## src/rtl/imuldiv_int_mul_multi_operand.sv

```systemverilog
// N-operand integer multiplier: sequential radix-2 shift-add over operand magnitudes,
// with a single sign fix-up over the full result width at the end.
module imuldiv_int_mul_multi_operand #(
  parameter int unsigned W     = 32,
  parameter int unsigned N_OPS = 3
) (
  input  logic               clk,
  input  logic               reset,
  input  logic               req_msg_signed,
  input  logic [2:0]         req_msg_nops,
  input  logic [N_OPS*W-1:0] req_msg_ops,
  input  logic               req_val,
  output logic               req_rdy,
  output logic [N_OPS*W-1:0] resp_msg_result,
  output logic               resp_val,
  input  logic               resp_rdy
);

  localparam int unsigned R  = N_OPS * W;
  localparam int unsigned BW = $clog2(W);

  typedef enum logic [1:0] {IDLE, MUL, SIGN, RESP} state_t;

  state_t        state_q, state_d;
  logic [R-1:0]  mag_q, mag_d;
  logic [R-1:0]  prod_q, prod_d;
  logic [R-1:0]  acc_q, acc_d;
  logic [W-1:0]  mult_q, mult_d;
  logic [BW-1:0] bit_q, bit_d;
  logic [2:0]    idx_q, idx_d;
  logic [2:0]    n_q, n_d;
  logic          sign_q, sign_d;
  logic          req_rdy_d, resp_val_d;
  logic [R-1:0]  result_d;

  logic [R-1:0]  mag_in;
  logic          sign_in;
  logic [2:0]    n_in;
  logic [R-1:0]  acc_nx;
  int            nxt;

  // Clamp operand count, take magnitudes and fold operand signs of the incoming request
  always_comb begin
    n_in = req_msg_nops;
    if (req_msg_nops < 3'd2)
      n_in = 3'd2;
    else if (req_msg_nops > 3'(N_OPS))
      n_in = 3'(N_OPS);
    mag_in  = '0;
    sign_in = 1'b0;
    for (int i = 0; i < int'(N_OPS); i++) begin
      if (req_msg_signed && req_msg_ops[i*W + W-1])
        mag_in[i*W +: W] = W'(-req_msg_ops[i*W +: W]);
      else
        mag_in[i*W +: W] = req_msg_ops[i*W +: W];
      if (req_msg_signed && (i < int'(n_in)))
        sign_in = sign_in ^ req_msg_ops[i*W + W-1];
    end
  end

  // Next-state and datapath updates
  always_comb begin
    state_d    = state_q;
    mag_d      = mag_q;
    prod_d     = prod_q;
    acc_d      = acc_q;
    mult_d     = mult_q;
    bit_d      = bit_q;
    idx_d      = idx_q;
    n_d        = n_q;
    sign_d     = sign_q;
    resp_val_d = resp_val;
    result_d   = resp_msg_result;
    acc_nx     = acc_q;
    nxt        = int'(idx_q) + 1;

    case (state_q)
      IDLE: begin
        if (req_val && req_rdy) begin
          state_d = MUL;
          mag_d   = mag_in;
          prod_d  = R'(mag_in[W-1:0]);
          mult_d  = mag_in[W +: W];
          acc_d   = '0;
          bit_d   = '0;
          idx_d   = 3'd1;
          n_d     = n_in;
          sign_d  = sign_in;
        end
      end
      MUL: begin
        if (idx_q == n_q) begin
          state_d = SIGN;
        end else begin
          acc_nx = mult_q[0] ? acc_q + (prod_q << bit_q) : acc_q;
          mult_d = mult_q >> 1;
          bit_d  = bit_q + BW'(1);
          acc_d  = acc_nx;
          // Last multiplier bit: partial product becomes the new multiplicand
          if (bit_q == BW'(W-1)) begin
            prod_d = acc_nx;
            acc_d  = '0;
            bit_d  = '0;
            idx_d  = idx_q + 3'd1;
            mult_d = (nxt < int'(n_q)) ? mag_q[nxt*W +: W] : '0;
          end
        end
      end
      SIGN: begin
        result_d   = sign_q ? R'(-prod_q) : prod_q;
        resp_val_d = 1'b1;
        state_d    = RESP;
      end
      RESP: begin
        if (resp_rdy) begin
          resp_val_d = 1'b0;
          state_d    = IDLE;
        end
      end
      default: state_d = IDLE;
    endcase

    req_rdy_d = (state_d == IDLE);
  end

  always_ff @(posedge clk) begin
    if (reset) begin
      state_q         <= IDLE;
      mag_q           <= '0;
      prod_q          <= '0;
      acc_q           <= '0;
      mult_q          <= '0;
      bit_q           <= '0;
      idx_q           <= '0;
      n_q             <= 3'd2;
      sign_q          <= 1'b0;
      req_rdy         <= 1'b1;
      resp_val        <= 1'b0;
      resp_msg_result <= '0;
    end else begin
      state_q         <= state_d;
      mag_q           <= mag_d;
      prod_q          <= prod_d;
      acc_q           <= acc_d;
      mult_q          <= mult_d;
      bit_q           <= bit_d;
      idx_q           <= idx_d;
      n_q             <= n_d;
      sign_q          <= sign_d;
      req_rdy         <= req_rdy_d;
      resp_val        <= resp_val_d;
      resp_msg_result <= result_d;
    end
  end

endmodule

```

## config.mk

```make
export PLATFORM = sky130hd
export DESIGN_NAME = imuldiv_int_mul_multi_operand
export DESIGN_NICKNAME = d
export VERILOG_FILES = /design/src/rtl/imuldiv_int_mul_multi_operand.sv
export SDC_FILE = /design/constraint.sdc
export NUM_CORES = 2
export LEC_CHECK = 0
export BUFFER_PORTS_ARGS = -buffer_cell sky130_fd_sc_hd__buf_2
export CORE_MARGIN = 2
export CORE_UTILIZATION = 26
export DETAILED_ROUTE_END_ITERATION = 8
export MAX_ROUTING_LAYER = met4
export SETUP_SLACK_MARGIN = 0.3
export SLEW_MARGIN = 10
export SYNTH_ARGS = -nofsm -noshare
export SYNTH_HDL_FRONTEND = slang
export SYNTH_SLANG_ARGS = --single-unit
```

## constraint.sdc

```tcl
create_clock -name clk -period 5.3 [get_ports clk]
set_clock_uncertainty 0.15 [all_clocks]
set_input_delay 0.53 -clock clk [delete_from_list [all_inputs] [get_ports clk]]
set_output_delay 0.53 -clock clk [all_outputs]
set_load 0.01 [all_outputs]
```

==> reports/metrics.yaml <==
run_status:
  outcome: "completed"
synthesis:
  synth.avg_cell_area_um2: 7.93
  yosysWarnings: 0
  synth_seq_cells: 400
  ys_seq_area_share_pct: 26.3
  synth-async-reset-ratio_pct: 0
  synth_edf_count: 0
  synth_area_mm2: 0.0304
  netlist_instances: 3837
  synth_fp_nets: 4047
  synthFlopType: "dfxtp_1"
  yosys.cell_types.count: 85
timing:
  rsz0062_at_grt: "yes"
  slew_headroom_pct: 27.5
  clock.fmax_mhz: 200
  setup_viol: 0
  holdWs_ns: 0.0358
  worstMarginPinSlew_ns: 1.08
  fin_crit_ns: 5.01
  finalMaxSlewViolations: 0
  finalHoldViolations: 0
  layout_setup_ws_ns: 0.295
  layout_worst_path_cycle_share_pct: 94.4
min_path:
  hold_path_class: "input pin to flop"
global_route:
  grt_util_all_layers_pct: 21.3
  grt_pass1_vias: 29220
  grt_first_pass_wirelength_um: 192000
  antenna_found_initial: 3
  grt_max_degree: 175
  overflow: 0
clocking:
  cts.path.max_buffers: 3
  clockRootBuffer: "clkbuf_16"
  htree_levels: 2
  cts_num_sinks: 400
  numCtsBuffers: 48
  clk_pin_slew_ns: 0.06
  clk_latency_ns: 0.64
  hold_buffers: 0
  cts_tree: "built"
power:
  power.switching_mw: 3.14
  power_density_mw_per_mm2: 243
  p_leak_nw: 14.4
  sw_frac_of_total_pct: 34.1
  seq_power_share_pct: 36.6
  internal_power_mw: 6.06
  peakVddDrop_mv: 0.267
  clock_power_share_pct: 37.7
  p_comb_share_pct: 25.7
floorplanning:
  io_pins: 202
  coreArea_mm2: 0.116
  die_h_um: 346
  num_rows: 125
  start_util_pct: 26.2
  die_w_um: 346
  dieArea_mm2: 0.120
critical_path:
  crit_path_start_kind: "flop"
  crit_required_ns: 5.67
  setup.worst_path.class: "flop to flop"
  arrival_ns: 5.38
  end_kind: "flop"
  crit_path_max_fanout: 6
placement:
  io_buffers: 201
  place.gp.congestion: 1.01
  pre_cts_ws_ns: -0.233
  dpl.hpwl_um: 100000
  dpl-instance-area_mm2: 0.0349
final_layout:
  area_growth_pct: 24.6
  drive_above_1_share_pct: 25.3
  seq_area_mm2: 0.00803
  fin_area_mm2: 0.0379
  antenna_cells: 0
  multi_input_area_mm2: 0.0220
  fin_nets: 4371
  fill_cells: 12237
routing:
  first_pass_iters: 6
  drt_iter0_drc: 3137
  routedWlPerCell_um: 22.9
  wl_met2_um: 56800
  avgViaCountPerCell: 5.51
  ant_nets: 0
  drt-total-wl_um: 131000
  vias: 31540
  met3_length_um: 10500
  drc_errors: 0
  topRoutingLayerUsed: "met4"
  met1_length_um: 56400
flow_run:
  cap_violations: 0
-- metrics by stage --
stage / setup TNS, ns / utilization, % / cells / power (mW)
6_report: 0 / 32.6 / 5723 / 9.19
5_1_grt: 0 / 32.6 / 5723 / 9.50
4_1_cts: 0 / 31.7 / 5685 / 9.08
3_5_place_dp: -1.18 / 30.0 / 5583 / 5.61
3_3_place_gp: -1.80 / 30.0 / 5583 / 5.60
2_1_floorplan: 0 / - / 3837 / 4.73
-- placed cells by master, fill, tap and decap left out, drive strengths merged, types with 60 or more instances in the layout --
master / synthesis / final
o21ai: 229 / 229
clkbuf: 255 / 67
mux2i: 210 / 210
nor2: 511 / 511
inv: 57 / 60
a21oi: 300 / 300
xor2: 170 / 170
buf: 60 / 589
dfxtp: 400 / 400
ha: 105 / 105
nor3: 100 / 100
nand2: 351 / 351
xnor2: 103 / 103
mux2: 120 / 120
a211oi: 187 / 187
-- cell usage after synthesis, drive strengths merged, types with 12 or more instances --
cell type  instances  share of area [%]
a211oi           187                4.6
a21o              30               0.74
a21oi            300                4.9
a221oi            23               0.66
a222oi            29               0.95
a22o              37                1.1
a22oi             33               0.81
a31oi             12               0.25
and2              15               0.31
and3              23               0.47
buf               60               0.81
clkbuf           255                3.2
dfxtp            400                 26
ha               105                4.3
inv               57               0.70
mux2             120                4.4
mux2i            210                6.9
mux4              59                4.4
nand2            351                4.3
nand2b            15               0.31
nand3             32               0.53
nand3b            13               0.32
nand4             51                1.1
nor2             511                6.3
nor2b             14               0.29
nor3             100                1.7
nor4              24               0.49
o211ai            20               0.49
o21ai            229                3.8
o21bai            26               0.64
o22ai             12               0.27
o31ai             43                1.2
o41ai             21               0.60
or3               41               0.93
or4               21               0.54
xnor2            103                3.0
xor2             170                4.9
-- path summary, 6_finish.rpt --
path | from | end | slack, ns | cells after the start
worst min register to register | resp_msg_result[13] | resp_msg_result[13] | 0.30 | 2
worst max-delay path | bit_q[0] | acc_q[91] | 0.29 | 19
worst max register to register | bit_q[0] | acc_q[91] | 0.29 | 19
worst min-delay path | req_msg_ops[64] | mag_q[64] | 0.04 | 3
-- state kept, by name (all words and copies together) (netlist names) --
name,flops
bit_q,5
acc_q,96
req_rdy,1
sign_q,1
n_q,3
idx_q,3
state_q,2
resp_val,1
mult_q,32
prod_q,96
mag_q,64
resp_msg_result,96
-- metal layers --
metal,up-vias,global-route usage (%)
met4,0,9.48
met3,346,3.86
met2,1402,32.1
met1,15071,27.8
li1,14721,-
met5,-,-
-- worst max-delay path, stage by stage (launching register included) --
cell and delay, ns:
dfxtp_4 0.42, buf_2 0.17, buf_4 0.14, mux4_2 0.55, mux2i_1 0.20, mux2_4 0.20
o22ai_1 0.16, ha_1 0.46, a21oi_1 0.12, o21ai_1 0.23, a21oi_1 0.11, o21ai_1 0.20
a221oi_1 0.10, buf_4 0.18, a21oi_4 0.18, a31oi_4 0.12, o41a_1 0.54, o31a_1 0.32
xnor2_2 0.15, a22o_1 0.19
-- power by group through the flow --
| stage | Combinational, mW | Clock, mW | Sequential (mW) |
|---|---|---|---|
| finish | 2.36 | 3.47 | 3.36 |
| global route | 2.51 | 3.61 | 3.38 |
| CTS | 2.22 | 3.50 | 3.35 |
| detailed placement | 2.19 | 0 | 3.42 |
| global placement | 2.18 | 0 | 3.42 |
| floorplan | 1.42 | 0 | 3.30 |
-- final cells by class --
| class | count | share of cell area, % |
|---|---|---|
| sequential | 400 | 21.2 |
| tap | 1524 | 5.03 |
| timing repair buffer | 590 | 10.8 |
| multi-input combinational | 3063 | 58.1 |
| clock inverter | 22 | 0.690 |
| inverter | 58 | 0.574 |
| clock buffer | 66 | 3.56 |
-- timing repair --
item | in CTS | in global routing
pin swaps | 11 | 60
setup buffers | 14 | 37
setup endpoints to repair | 74 | 97
gates cloned | 0 | 1
gates resized for setup | 51 | 188
-- kinds of logic (layout without fill, tap and decap cells) --
kind of cell               after synthesis  in the layout  share of synthesized area (%)
xor gates and xnor gates               273            273                           7.86
AOI/OAI and AO/OA                     1063           1063                           22.8
DFF                                    400            400                           26.3
buffers and inverters                  374            736                           4.75
adders and majority gates              106            106                           4.38
muxes                                  389            389                           15.7
and+or+nand+nor                       1232           1232                           18.2
Power figures use the tool's default switching activity.
